==> src/rtl/regfile_arbiter_if.sv <==
// rtl/regfile_arbiter_if.sv - requester-side bundle for the register file arbiter
interface regfile_arbiter_if #(
    parameter int DW = 32,
    parameter int AW = 5
);
    logic          a_req, a_rd, a_wr;
    logic [AW-1:0] a_rs1, a_rs2, a_dr;
    logic [DW-1:0] a_wdata;
    logic          b_req, b_rd, b_wr;
    logic [AW-1:0] b_rs1, b_rs2, b_dr;
    logic [DW-1:0] b_wdata;
    logic          a_gnt, b_gnt;
    logic          a_rvalid, b_rvalid;
    logic [DW-1:0] rdata_a, rdata_b;
    logic          init_done;

    modport slave (
        input  a_req, a_rd, a_wr, a_rs1, a_rs2, a_dr, a_wdata,
        input  b_req, b_rd, b_wr, b_rs1, b_rs2, b_dr, b_wdata,
        output a_gnt, b_gnt, a_rvalid, b_rvalid, rdata_a, rdata_b, init_done
    );

    modport master (
        output a_req, a_rd, a_wr, a_rs1, a_rs2, a_dr, a_wdata,
        output b_req, b_rd, b_wr, b_rs1, b_rs2, b_dr, b_wdata,
        input  a_gnt, b_gnt, a_rvalid, b_rvalid, rdata_a, rdata_b, init_done
    );
endinterface

==> src/rtl/regfile_arbiter.sv <==
// rtl/regfile_arbiter.sv - init sweep plus round-robin arbiter for the register file command port
// Optional: define RF_BYPASS_EN so read-write ops return post-write values.
module regfile_arbiter #(
    parameter int NREGS = 32,
    parameter int DW    = 32,
    parameter int AW    = 5
) (
    input  logic          clk,
    input  logic          rst,
    regfile_arbiter_if.slave bus,
    output logic          rf_EN,
    output logic          rf_RD,
    output logic          rf_WR,
    output logic [AW-1:0] rf_rs1,
    output logic [AW-1:0] rf_rs2,
    output logic [AW-1:0] rf_DR,
    output logic [DW-1:0] rf_Data_in,
    input  logic [DW-1:0] rf_BusA,
    input  logic [DW-1:0] rf_BusB
);
    typedef enum logic [1:0] {INIT, IDLE, ISSUE, WAIT} state_t;

    localparam logic [AW-1:0] LAST = AW'(NREGS - 1);

    state_t        state, stateNext;
    logic [AW-1:0] idx, idxNext;
    logic          lastB, lastBNext;
    logic          owner, ownerNext;
    logic          opRead, opReadNext;
`ifdef RF_BYPASS_EN
    logic          opRw, opRwNext;
`endif
    logic          aGntNext, bGntNext, aValidNext, bValidNext, initDoneNext;
    logic [DW-1:0] rdataANext, rdataBNext, dataNext;
    logic          enNext, rdNext, wrNext;
    logic [AW-1:0] rs1Next, rs2Next, drNext;
    logic          pickA, pickB;

    // lastB set means B was granted most recently, so A wins a tie
    assign pickA = bus.a_req && (!bus.b_req || lastB);
    assign pickB = bus.b_req && !pickA;

    always_comb begin
        stateNext    = state;
        idxNext      = idx;
        lastBNext    = lastB;
        ownerNext    = owner;
        opReadNext   = opRead;
`ifdef RF_BYPASS_EN
        opRwNext     = opRw;
`endif
        aGntNext     = 1'b0;
        bGntNext     = 1'b0;
        aValidNext   = 1'b0;
        bValidNext   = 1'b0;
        initDoneNext = bus.init_done;
        rdataANext   = bus.rdata_a;
        rdataBNext   = bus.rdata_b;
        enNext       = 1'b0;
        rdNext       = 1'b0;
        wrNext       = 1'b0;
        rs1Next      = rf_rs1;
        rs2Next      = rf_rs2;
        drNext       = rf_DR;
        dataNext     = rf_Data_in;
        case (state)
            INIT: begin
                enNext   = 1'b1;
                wrNext   = 1'b1;
                drNext   = idx;
                dataNext = '0;
                idxNext  = idx + 1'b1;
                if (idx == LAST) begin
                    initDoneNext = 1'b1;
                    idxNext      = '0;
                    stateNext    = IDLE;
                end
            end
            IDLE: begin
                if (pickA || pickB) begin
                    aGntNext  = pickA;
                    bGntNext  = pickB;
                    lastBNext = pickB;
                    ownerNext = pickB;
                    stateNext = ISSUE;
                    if (pickB) begin
                        enNext   = bus.b_rd | bus.b_wr;
                        rdNext   = bus.b_rd;
                        wrNext   = bus.b_wr;
                        rs1Next  = bus.b_rs1;
                        rs2Next  = bus.b_rs2;
                        drNext   = bus.b_dr;
                        dataNext = bus.b_wdata;
                    end else begin
                        enNext   = bus.a_rd | bus.a_wr;
                        rdNext   = bus.a_rd;
                        wrNext   = bus.a_wr;
                        rs1Next  = bus.a_rs1;
                        rs2Next  = bus.a_rs2;
                        drNext   = bus.a_dr;
                        dataNext = bus.a_wdata;
                    end
                    opReadNext = rdNext;
`ifdef RF_BYPASS_EN
                    opRwNext   = rdNext & wrNext;
`endif
                end
            end
            ISSUE: begin
                stateNext = opRead ? WAIT : IDLE;
            end
            WAIT: begin
`ifdef RF_BYPASS_EN
                // rf_DR and rf_Data_in still hold the op's destination and write data
                rdataANext = (opRw && rf_rs1 == rf_DR) ? rf_Data_in : rf_BusA;
                rdataBNext = (opRw && rf_rs2 == rf_DR) ? rf_Data_in : rf_BusB;
`else
                rdataANext = rf_BusA;
                rdataBNext = rf_BusB;
`endif
                aValidNext = !owner;
                bValidNext = owner;
                stateNext  = IDLE;
            end
            default: stateNext = INIT;
        endcase
    end

    always_ff @(posedge clk or negedge rst) begin
        if (!rst) begin
            state         <= INIT;
            idx           <= '0;
            lastB         <= 1'b1;
            owner         <= 1'b0;
            opRead        <= 1'b0;
`ifdef RF_BYPASS_EN
            opRw          <= 1'b0;
`endif
            bus.a_gnt     <= 1'b0;
            bus.b_gnt     <= 1'b0;
            bus.a_rvalid  <= 1'b0;
            bus.b_rvalid  <= 1'b0;
            bus.rdata_a   <= '0;
            bus.rdata_b   <= '0;
            bus.init_done <= 1'b0;
            rf_EN         <= 1'b0;
            rf_RD         <= 1'b0;
            rf_WR         <= 1'b0;
            rf_rs1        <= '0;
            rf_rs2        <= '0;
            rf_DR         <= '0;
            rf_Data_in    <= '0;
        end else begin
            state         <= stateNext;
            idx           <= idxNext;
            lastB         <= lastBNext;
            owner         <= ownerNext;
            opRead        <= opReadNext;
`ifdef RF_BYPASS_EN
            opRw          <= opRwNext;
`endif
            bus.a_gnt     <= aGntNext;
            bus.b_gnt     <= bGntNext;
            bus.a_rvalid  <= aValidNext;
            bus.b_rvalid  <= bValidNext;
            bus.rdata_a   <= rdataANext;
            bus.rdata_b   <= rdataBNext;
            bus.init_done <= initDoneNext;
            rf_EN         <= enNext;
            rf_RD         <= rdNext;
            rf_WR         <= wrNext;
            rf_rs1        <= rs1Next;
            rf_rs2        <= rs2Next;
            rf_DR         <= drNext;
            rf_Data_in    <= dataNext;
        end
    end
endmodule

==> src/flat_wrapper.sv <==
// flat-port wrapper written by rule: the top's interface ports become plain ports
module regfile_arbiter_flat 
#(
    parameter int NREGS = 32,
    parameter int DW    = 32,
    parameter int AW    = 5
)
  (clk, rst, rf_EN, rf_RD, rf_WR, rf_rs1, rf_rs2, rf_DR, rf_Data_in, rf_BusA, rf_BusB, bus_a_req, bus_a_rd, bus_a_wr, bus_a_rs1, bus_a_rs2, bus_a_dr, bus_a_wdata, bus_b_req, bus_b_rd, bus_b_wr, bus_b_rs1, bus_b_rs2, bus_b_dr, bus_b_wdata, bus_a_gnt, bus_b_gnt, bus_a_rvalid, bus_b_rvalid, bus_rdata_a, bus_rdata_b, bus_init_done);
  regfile_arbiter_if #(.DW(DW), .AW(AW)) bus_i ();
  input  logic clk;
  input  logic rst;
  output logic rf_EN;
  output logic rf_RD;
  output logic rf_WR;
  output logic [AW-1:0] rf_rs1;
  output logic [AW-1:0] rf_rs2;
  output logic [AW-1:0] rf_DR;
  output logic [DW-1:0] rf_Data_in;
  input  logic [DW-1:0] rf_BusA;
  input  logic [DW-1:0] rf_BusB;
  input wire logic [$bits(bus_i.a_req)-1:0] bus_a_req;
  input wire logic [$bits(bus_i.a_rd)-1:0] bus_a_rd;
  input wire logic [$bits(bus_i.a_wr)-1:0] bus_a_wr;
  input wire logic [$bits(bus_i.a_rs1)-1:0] bus_a_rs1;
  input wire logic [$bits(bus_i.a_rs2)-1:0] bus_a_rs2;
  input wire logic [$bits(bus_i.a_dr)-1:0] bus_a_dr;
  input wire logic [$bits(bus_i.a_wdata)-1:0] bus_a_wdata;
  input wire logic [$bits(bus_i.b_req)-1:0] bus_b_req;
  input wire logic [$bits(bus_i.b_rd)-1:0] bus_b_rd;
  input wire logic [$bits(bus_i.b_wr)-1:0] bus_b_wr;
  input wire logic [$bits(bus_i.b_rs1)-1:0] bus_b_rs1;
  input wire logic [$bits(bus_i.b_rs2)-1:0] bus_b_rs2;
  input wire logic [$bits(bus_i.b_dr)-1:0] bus_b_dr;
  input wire logic [$bits(bus_i.b_wdata)-1:0] bus_b_wdata;
  output wire logic [$bits(bus_i.a_gnt)-1:0] bus_a_gnt;
  output wire logic [$bits(bus_i.b_gnt)-1:0] bus_b_gnt;
  output wire logic [$bits(bus_i.a_rvalid)-1:0] bus_a_rvalid;
  output wire logic [$bits(bus_i.b_rvalid)-1:0] bus_b_rvalid;
  output wire logic [$bits(bus_i.rdata_a)-1:0] bus_rdata_a;
  output wire logic [$bits(bus_i.rdata_b)-1:0] bus_rdata_b;
  output wire logic [$bits(bus_i.init_done)-1:0] bus_init_done;
  assign bus_i.a_req = bus_a_req;
  assign bus_i.a_rd = bus_a_rd;
  assign bus_i.a_wr = bus_a_wr;
  assign bus_i.a_rs1 = bus_a_rs1;
  assign bus_i.a_rs2 = bus_a_rs2;
  assign bus_i.a_dr = bus_a_dr;
  assign bus_i.a_wdata = bus_a_wdata;
  assign bus_i.b_req = bus_b_req;
  assign bus_i.b_rd = bus_b_rd;
  assign bus_i.b_wr = bus_b_wr;
  assign bus_i.b_rs1 = bus_b_rs1;
  assign bus_i.b_rs2 = bus_b_rs2;
  assign bus_i.b_dr = bus_b_dr;
  assign bus_i.b_wdata = bus_b_wdata;
  assign bus_a_gnt = bus_i.a_gnt;
  assign bus_b_gnt = bus_i.b_gnt;
  assign bus_a_rvalid = bus_i.a_rvalid;
  assign bus_b_rvalid = bus_i.b_rvalid;
  assign bus_rdata_a = bus_i.rdata_a;
  assign bus_rdata_b = bus_i.rdata_b;
  assign bus_init_done = bus_i.init_done;
  regfile_arbiter #(.NREGS(NREGS), .DW(DW), .AW(AW)) u_core (.clk(clk), .rst(rst), .bus(bus_i), .rf_EN(rf_EN), .rf_RD(rf_RD), .rf_WR(rf_WR), .rf_rs1(rf_rs1), .rf_rs2(rf_rs2), .rf_DR(rf_DR), .rf_Data_in(rf_Data_in), .rf_BusA(rf_BusA), .rf_BusB(rf_BusB));
endmodule
==> config.mk <==
export PLATFORM = sky130hd
export DESIGN_NAME = regfile_arbiter_flat
export DESIGN_NICKNAME = d
export VERILOG_FILES = /design/src/rtl/regfile_arbiter_if.sv /design/src/rtl/regfile_arbiter.sv /design/src/flat_wrapper.sv
export SDC_FILE = /design/constraint.sdc
export NUM_CORES = 1
export LEC_CHECK = 0
export CELL_PAD_IN_SITES_DETAIL_PLACEMENT = 0
export CELL_PAD_IN_SITES_GLOBAL_PLACEMENT = 1
export CORE_UTILIZATION = 30
export DETAILED_ROUTE_END_ITERATION = 8
export PLACE_DENSITY = 0.87
export SLEW_MARGIN = 10
export SYNTH_ARGS = -nofsm -noshare
export SYNTH_HDL_FRONTEND = slang
export SYNTH_SLANG_ARGS = --single-unit
==> constraint.sdc <==
create_clock -name clk -period 2.2 [get_ports clk]
set_input_delay 0.22 -clock clk [delete_from_list [all_inputs] [get_ports clk]]
set_output_delay 0.22 -clock clk [all_outputs]
set_load 0.01 [all_outputs]
# == Word level (Yosys, flattened, before mapping) ==
# Index checks and enable logic that the tools add are counted.
# Widths: inputs -> output; s select.
# word_totals
reg_bits,129
in_bits,166
output_inout_bits,119
word_cells,69
# op_classes
addsub,1
eq_ne,6
mux,28
bitwise,2
n_reduce_logical,13
# op_table
cell,n
$mux 32,2
$pmux 32 s2,1
$mux 5,5
$mux 1,13
$pmux 5 s2,1
$pmux 2 s4,1
$reduce_and 2->1,4
$mux 2,3
$add 5x1->5 const B,1
$eq 5x5->1 const B,1
$eq 2x2->1 const B,2
$ne 2x1->1 const B,2
$pmux 1 s2,2
$logic_not 1->1,3
$eq 2x1->1 const B,1
$logic_and 1x1->1,2
$logic_not 2->1,1
$logic_or 1x1->1,2
$or 1x1->1,2
$reduce_bool 2->1,1

# == Logic depth before layout (Yosys ltp) ==
# Gate-level depths: netlist of the first run.
# logic_depth
word_depth,8
depth_mapped,8
depth_no_buf,6

# == Worst setup path after synthesis of the first run ==
# No wires, ideal clock.
# synth_path
path_type,register to register
startpoint,register u_core.state[1]
endpoint,register u_core.rf_Data_in[10]
setup_ps,121
arrival_ps,1558
required_ps,2079
path_slack_ps,521
stages_incl_launch_ff,9
n_path_buf,3
synth_period_minus_slack_ps,1679
cell_sequence,dfrtp_1 > inv_1 > ha_1 > buf_6 > nor3b_4 > or2_1 > buf_6 > buf_6 > a22o_1
# synth_between
elab_chain_len,3
elab_cells_between_ends,6
cone_classes,eq/ne (2); mux (1); reduce/logical (3)
# synth_rtl
item,line_no,source
"start, declared",regfile_arbiter.sv:25,"state_t state, stateNext;"
"start signal, assigned",regfile_arbiter.sv:154,state <= stateNext;
$eq 2x1->1 / $logic_not 2->1 (equally long branches),regfile_arbiter.sv:66,case (state)
$ne 2x1->1 (no line) / $reduce_bool 2->1 (equally long branches),--,
$reduce_and 2->1 (no line),--,
"end signal, assigned",regfile_arbiter.sv:175,rf_Data_in <= dataNext;
"end, declared",regfile_arbiter.sv:17,"output logic [DW-1:0] rf_Data_in,"
# Several ways; a longest one is shown, not always the timed one.
# A chain may end at the register's enable or synchronous reset.

# == Final worst setup path of the first run ==
# layout_path
startpoint,register u_core.state[1]
endpoint,register u_core.rf_Data_in[8]
# Same word-level chain as after synthesis.

==> flow_metrics.tcl, run 1 <==
set metrics [dict create \
    syn_avg_cell_area_um2 14.0 \
    port-buffer-count 284 \
    clk_path_buf_depth 2 \
    synth_cells 392 \
    rrSetupSlack_ns 0.17 \
    clk_pin_slew_ns 0.05 \
    grt_max_degree 59 \
    grt_pass1_vias 4587 \
    cts.sink_count 129 \
    crit_type "flip-flop to flip-flop" \
    critPathSlowestCell "or2_1" \
    cp_slowest_stage_delay_ns 0.42 \
    chipWidth_um 137 \
    seq_area_frac_synth 0.589 \
    synth.distinct_cells 35 \
    tns_ns 0 \
    layout_common_cells "clkdlybuf4s50_1, dfrtp_1, mux2_2, a32o_1, a22o_1" \
    hold_viol 0 \
    setup_slack_ns 0.173 \
    r2r_cells 6 \
    yosysWarnings 0 \
    period_share 0.922 \
    end_kind "flip-flop" \
    viasPerCell 4.82 \
    fmax_mhz 493 \
    drc 0 \
    place_congestion 0.793 \
    syn_to_final_growth_pct 67.5 \
    wl_per_cell_um 17.2 \
    power_mw 12.7 \
    synthTopCellsByArea "dfrtp_1, mux2_2, a32o_1" \
    drtIter0Drc 166 \
    setup_viol 0 \
    rsz0062_at_grt "no" \
    mostFrequentLayoutCell "clkdlybuf4s50_1" \
    layout.nets 850 \
    drt_wl_total_mm 15.8 \
    core-area_mm2 0.0180 \
    path_buf_inv 2 \
    r2r_end "u_core.rf_Data_in[8]" \
    ant_nets 0 \
    start_util 0.305 \
    post_cts_buffers 0 \
    ctsHoldBuffers 1 \
    p_leak_nw 3.81 \
    power_density_mw_per_mm2 1380 \
    yosys.area.top_type_share 0.584 \
    netlist_area_mm2 0.00548 \
    antenna_found_initial 0 \
    clock_latency_ns 0.41 \
    nFillCells 1541 \
    tightest_slew_ns 1.06 \
    grt-ovfl-total 0 \
    outcome "completed" \
    crit_arrival_ns 2.37 \
    cts_tree "yes" \
    ios 285 \
    relSlewSlack 0.291 \
    clock_skew_ns 0.00765 \
    dp_hpwl_mm 11.6 \
    track_usage 0.169 \
    drive_above_1_share 0.169 \
    layout_min_cycle_time_ns 2.03 \
    synth_fp_nets 565 \
    htree_num_levels 4 \
    hp-class "primary input to asynchronous set/reset pin" \
    final_cells 917 \
    ir_worst_vdd_v 0.000668 \
    pre_cts_slack_ns 0.0286 \
    worstReg2RegStart "u_core.state[1]" \
    hold_ws_ns 0.319 \
    die_h_um 137 \
    cp_top_family "simple AND/OR/NAND/NOR gates" \
    rows 49 \
    clockRootBuffer "clkbuf_16" \
    grt_pass1_wl_mm 24.0 \
    yosysTopAreaCell "dfrtp_1" \
    crit_chain "inv_1 > ha_1 > nor3b_4 > or2_1 > buf_12 > a22o_1" \
    cts_resized 0 \
    diodes 0 \
    cts_buffers 17 \
    vias 4423 \
    worstPathRequired_ns 2.54 \
    start_kind "flip-flop" \
    dieArea_mm2 0.0188 \
    final-max-slew-violation-count 0 \
    drt_pass1_iterations 4 \
    worst-path-max-fanout 23 \
    drv_cap 0 \
    ys_ff_latch 129 \
    place_inst 886 \
]
==> flip-flops by register name, summed over array words and instances, names as in the netlist, 2 cells and up <==
name / flops
u_core.bus.rdata_a: 32
u_core.bus.rdata_b: 32
u_core.idx: 5
u_core.rf_DR: 5
u_core.rf_Data_in: 32
u_core.rf_rs1: 5
u_core.rf_rs2: 5
u_core.state: 2
==> Yosys cell counts (all sizes together) <==
| cell type | count |
|---|---|
| a21oi | 3 |
| or3 | 1 |
| ha | 7 |
| buf | 25 |
| and3 | 2 |
| o211ai | 5 |
| clkbuf | 7 |
| nor2 | 3 |
| nor2b | 3 |
| or4b | 1 |
| a22o | 32 |
| inv | 5 |
| dfrtp | 128 |
| nand2 | 14 |
| dfstp | 1 |
| nand2b | 1 |
| o21ai | 20 |
| and2 | 2 |
| mux2 | 67 |
| a32oi | 1 |
| a21boi | 1 |
| o22ai | 1 |
| a32o | 32 |
| a21o | 1 |
| o21bai | 1 |
| nor3b | 1 |
| nand3b | 4 |
| mux2i | 18 |
| a31oi | 3 |
| or2 | 1 |
| nand3 | 1 |
==> per-layer routing <==
metal | part of all wire | vias up | track usage
met2 | 0.50 | 204 | 0.290
li1 | - | 2037 | -
met3 | 0.084 | 25 | 0.0541
met1 | 0.40 | 2157 | 0.194
met4 | 0.018 | 0 | 0.0653
met5 | 0 | - | 0
==> worst register-to-register path: stages, from the launching register on <==
cell	delay, ns
dfrtp_1	0.41
inv_1	0.13
ha_1	0.23
nor3b_4	0.39
or2_1	0.42
buf_12	0.22
a22o_1	0.17
==> through the flow <==
step	utilization	area [um^2]
after floorplan	-	5480
after global placement	0.477	8570
after detailed placement	0.477	8570
after CTS	0.511	9190
after global routing	0.511	9190
final	0.511	9190
==> how the worst max path moves through the flow <==
stage / startpoint / end / slack (ns) / cells after the start
4_1_cts: u_core.state[1] / u_core.rf_Data_in[4] / 0.18 / 6
2_1_floorplan: u_core.state[1] / u_core.rf_Data_in[10] / 0.52 / 8
3_5_place_dp: bus_a_req / u_core.rf_rs1[0] / 0.03 / 3
6_report: u_core.state[1] / u_core.rf_Data_in[8] / 0.17 / 6
5_1_grt: u_core.state[1] / u_core.rf_Data_in[17] / 0.03 / 6
3_3_place_gp: bus_a_req / u_core.rf_rs1[0] / 0.14 / 3
==> final cells by class <==
| class | instances | area [um^2] | share of cell area |
|---|---|---|---|
| Sequential cell | 129 | 3230 | 0.351 |
| Tap cell | 229 | 287 | 0.0312 |
| Timing Repair Buffer | 298 | 3000 | 0.327 |
| Inverter | 5 | 18.8 | 0.00204 |
| Clock inverter | 9 | 131 | 0.0143 |
| Clock buffer | 21 | 480 | 0.0523 |
| Multi-Input combinational cell | 226 | 2040 | 0.222 |
==> report_power, final <==
part	leakage (nW)	switching, mW	internal [mW]
logic	1.94	2.34	3.35
clock network	0.293	0.992	1.89
registers	1.58	0.647	3.51
total	3.81	3.97	8.74
==> cell families (layout without fill, tap and decap cells) <==
family / Yosys count / count (layout) / share of synthesized area
AND/OR/NAND/NOR: 34 / 34 / 0.0347
flip-flops: 129 / 129 / 0.589
AO/OA/AOI/OAI: 100 / 100 / 0.150
adder cells (fa/ha/maj): 7 / 7 / 0.0160
buffers and inverters: 37 / 333 / 0.0397
multiplexers: 85 / 85 / 0.170
Power figures use the tool's default switching activity.
==> run 2, diff against run 1 <==
Settings changed: CAP_MARGIN set to 10.
==> results of run 2 <==
The final DEF is identical to that of run 1; final timing and power are the same.
==> run 3, diff against run 2 <==
Settings changed: CORE_MARGIN set to 8.
==> run 3 against run 2 <==
Clock-buffer cell count shrank 3. Sequential power fell by 1%. Total power shrank 1.9%. Die area up 21%. Sequential share of layout area increased by 0.25 points. Register-to-register slack gained 0.21 ns. Clock power is 6.9% lower. Via count is 1.3% lower. Largest power group unchanged. Highest routed layer unchanged. Maximum frequency up 11%.
==> flow_metrics.tcl, run 3 (synthesis gave the netlist of run 1 again) <==
set metrics [dict create \
    path_buf_inv 2 \
    clock_skew_ns 0.00506 \
    grt_max_degree 75 \
    met2_length_mm 8.74 \
    p_int_mw 8.48 \
    start_kind "flip-flop" \
    viasPerCell 4.75 \
    ant_nets 0 \
    nFillCells 1551 \
    die_h_um 151 \
    place_congestion 0.778 \
    cts_resized 0 \
    drc 0 \
    worstPathRequired_ns 2.54 \
    crit_chain "inv_1 > ha_1 > nor3b_4 > or2_1 > buf_4 > a22o_1" \
    worst-path-max-fanout 32 \
    layout_common_cells "clkdlybuf4s50_1, dfrtp_1, mux2_2, a32o_1, a22o_1" \
    port-buffer-count 284 \
    start_util 0.305 \
    chipWidth_um 151 \
    crit_type "flip-flop to flip-flop" \
    clk_pin_slew_ns 0.06 \
    drt_pass1_iterations 4 \
    cts_buffers 17 \
    crit_arrival_ns 2.16 \
    p_clk_frac 0.215 \
    seq_area_mm2 0.00323 \
    drive_above_1_share 0.168 \
    clockRootBuffer "clkbuf_16" \
    cp_slowest_stage_delay_ns 0.40 \
    layout.nets 849 \
    layout_min_cycle_time_ns 1.82 \
    cts_tree "yes" \
    clock_latency_ns 0.40 \
    cp_top_family "simple AND/OR/NAND/NOR gates" \
    rrSetupSlack_ns 0.38 \
    drt_wl_total_mm 17.1 \
    mostFrequentLayoutCell "clkdlybuf4s50_1" \
    grt_pass1_vias 4792 \
    rsz0062_at_grt "no" \
    track_usage 0.147 \
    fmax_mhz 549 \
    m1WireLength_mm 6.41 \
    seq_power_share 0.330 \
    final-max-slew-violation-count 0 \
    tns_ns 0 \
    dieArea_mm2 0.0229 \
    antenna_found_initial 0 \
    top_layer_used "met4" \
    grt_pass1_wl_mm 26.2 \
    switching_share 0.320 \
    core-area_mm2 0.0180 \
    reg_top3 "u_core.bus.rdata_a x32, u_core.bus.rdata_b x32, u_core.rf_Data_in x32" \
    cts.sink_count 129 \
    worstSetupPathDepth 6 \
    met3_length_mm 1.64 \
    period_share 0.828 \
    setup_viol 0 \
    grt-ovfl-total 0 \
    dp_hpwl_mm 13.2 \
    p_leak_nw 3.78 \
    critPathSlowestCell "dfrtp_1" \
    drtIter0Drc 118 \
    ios 285 \
    rows 49 \
    p_switching_mw 3.99 \
    combPwrFrac 0.455 \
    syn_to_final_growth_pct 66.3 \
    vias 4365 \
    r2r_cells 6 \
    drv_cap 0 \
    outcome "completed" \
    hold_viol 0 \
    multi_input_area_mm2 0.00204 \
    hold_ws_ns 0.226 \
    wl_per_cell_um 18.6 \
    tightest_slew_ns 0.542 \
    end_kind "flip-flop" \
    clk_path_buf_depth 2 \
    htree_num_levels 4 \
    relSlewSlack 0.638 \
    hp-class "primary input to asynchronous set/reset pin" \
    ir_worst_vdd_v 0.000639 \
    diodes 0 \
    power_density_mw_per_mm2 1370 \
]
run 3: cell count changes in the layout (fill, tap and decap cells not counted), sizes merged:
cell,previous run,this run
clkinvlp,3,4
buf,14,13
bufinv,3,2
clkbuf,21,18
clkinv,3,7
inv,5,6
run 3: worst paths after layout:
check,start,end
max,u_core.state[1],u_core.rf_Data_in[21]
max in group asynchronous,rst,u_core.lastB
min,rst,u_core.bus.rdata_b[5]
min reg2reg,u_core.owner,u_core.bus.a_rvalid
max reg2reg,u_core.state[1],u_core.rf_Data_in[21]
min in group clk,bus_b_wr,u_core.rf_WR
run 3: per-layer routing:
metal / vias up / global-route usage
met5: - / 0
met4: 0 / 0.0524
met3: 20 / 0.0574
met2: 175 / 0.250
met1: 2127 / 0.163
li1: 2043 / -
run 3: power groups by stage:
stage          clock network (mW)  registers (mW)  logic [mW]
2_1_floorplan                   0            4.57        2.33
3_3_place_gp                    0            4.11        5.64
3_5_place_dp                    0            4.17        5.77
4_1_cts                      2.78            4.14        5.80
5_1_grt                      2.88            4.28        6.11
6_report                     2.68            4.12        5.67
run 3: cell type report:
class	instances	share of cell area
flip-flops and latches	129	0.354
repair buffers	297	0.326
multi-input cells	226	0.224
clock buffers	18	0.0470
well taps	229	0.0314
clock inverters	14	0.0155
inverters	5	0.00206
run 3: timing repair:
| action | in CTS | in global routing |
|---|---|---|
| hold buffers | 1 | 0 |
| buffers inserted | 0 | 0 |
| endpoints found under the hold margin | 13 | 0 |
run 3: stage by stage:
step	instances	cell area, um^2	total power [mW]	setup slack [ns]	util
global route	918	9120	13.3	0.187	0.508
detailed placement	885	8540	9.94	0.225	0.476
global placement	885	8540	9.75	0.267	0.476
finish	918	9120	12.5	0.379	0.508
floorplan	392	5480	6.89	0.521	-
CTS	918	9120	12.7	0.347	0.508
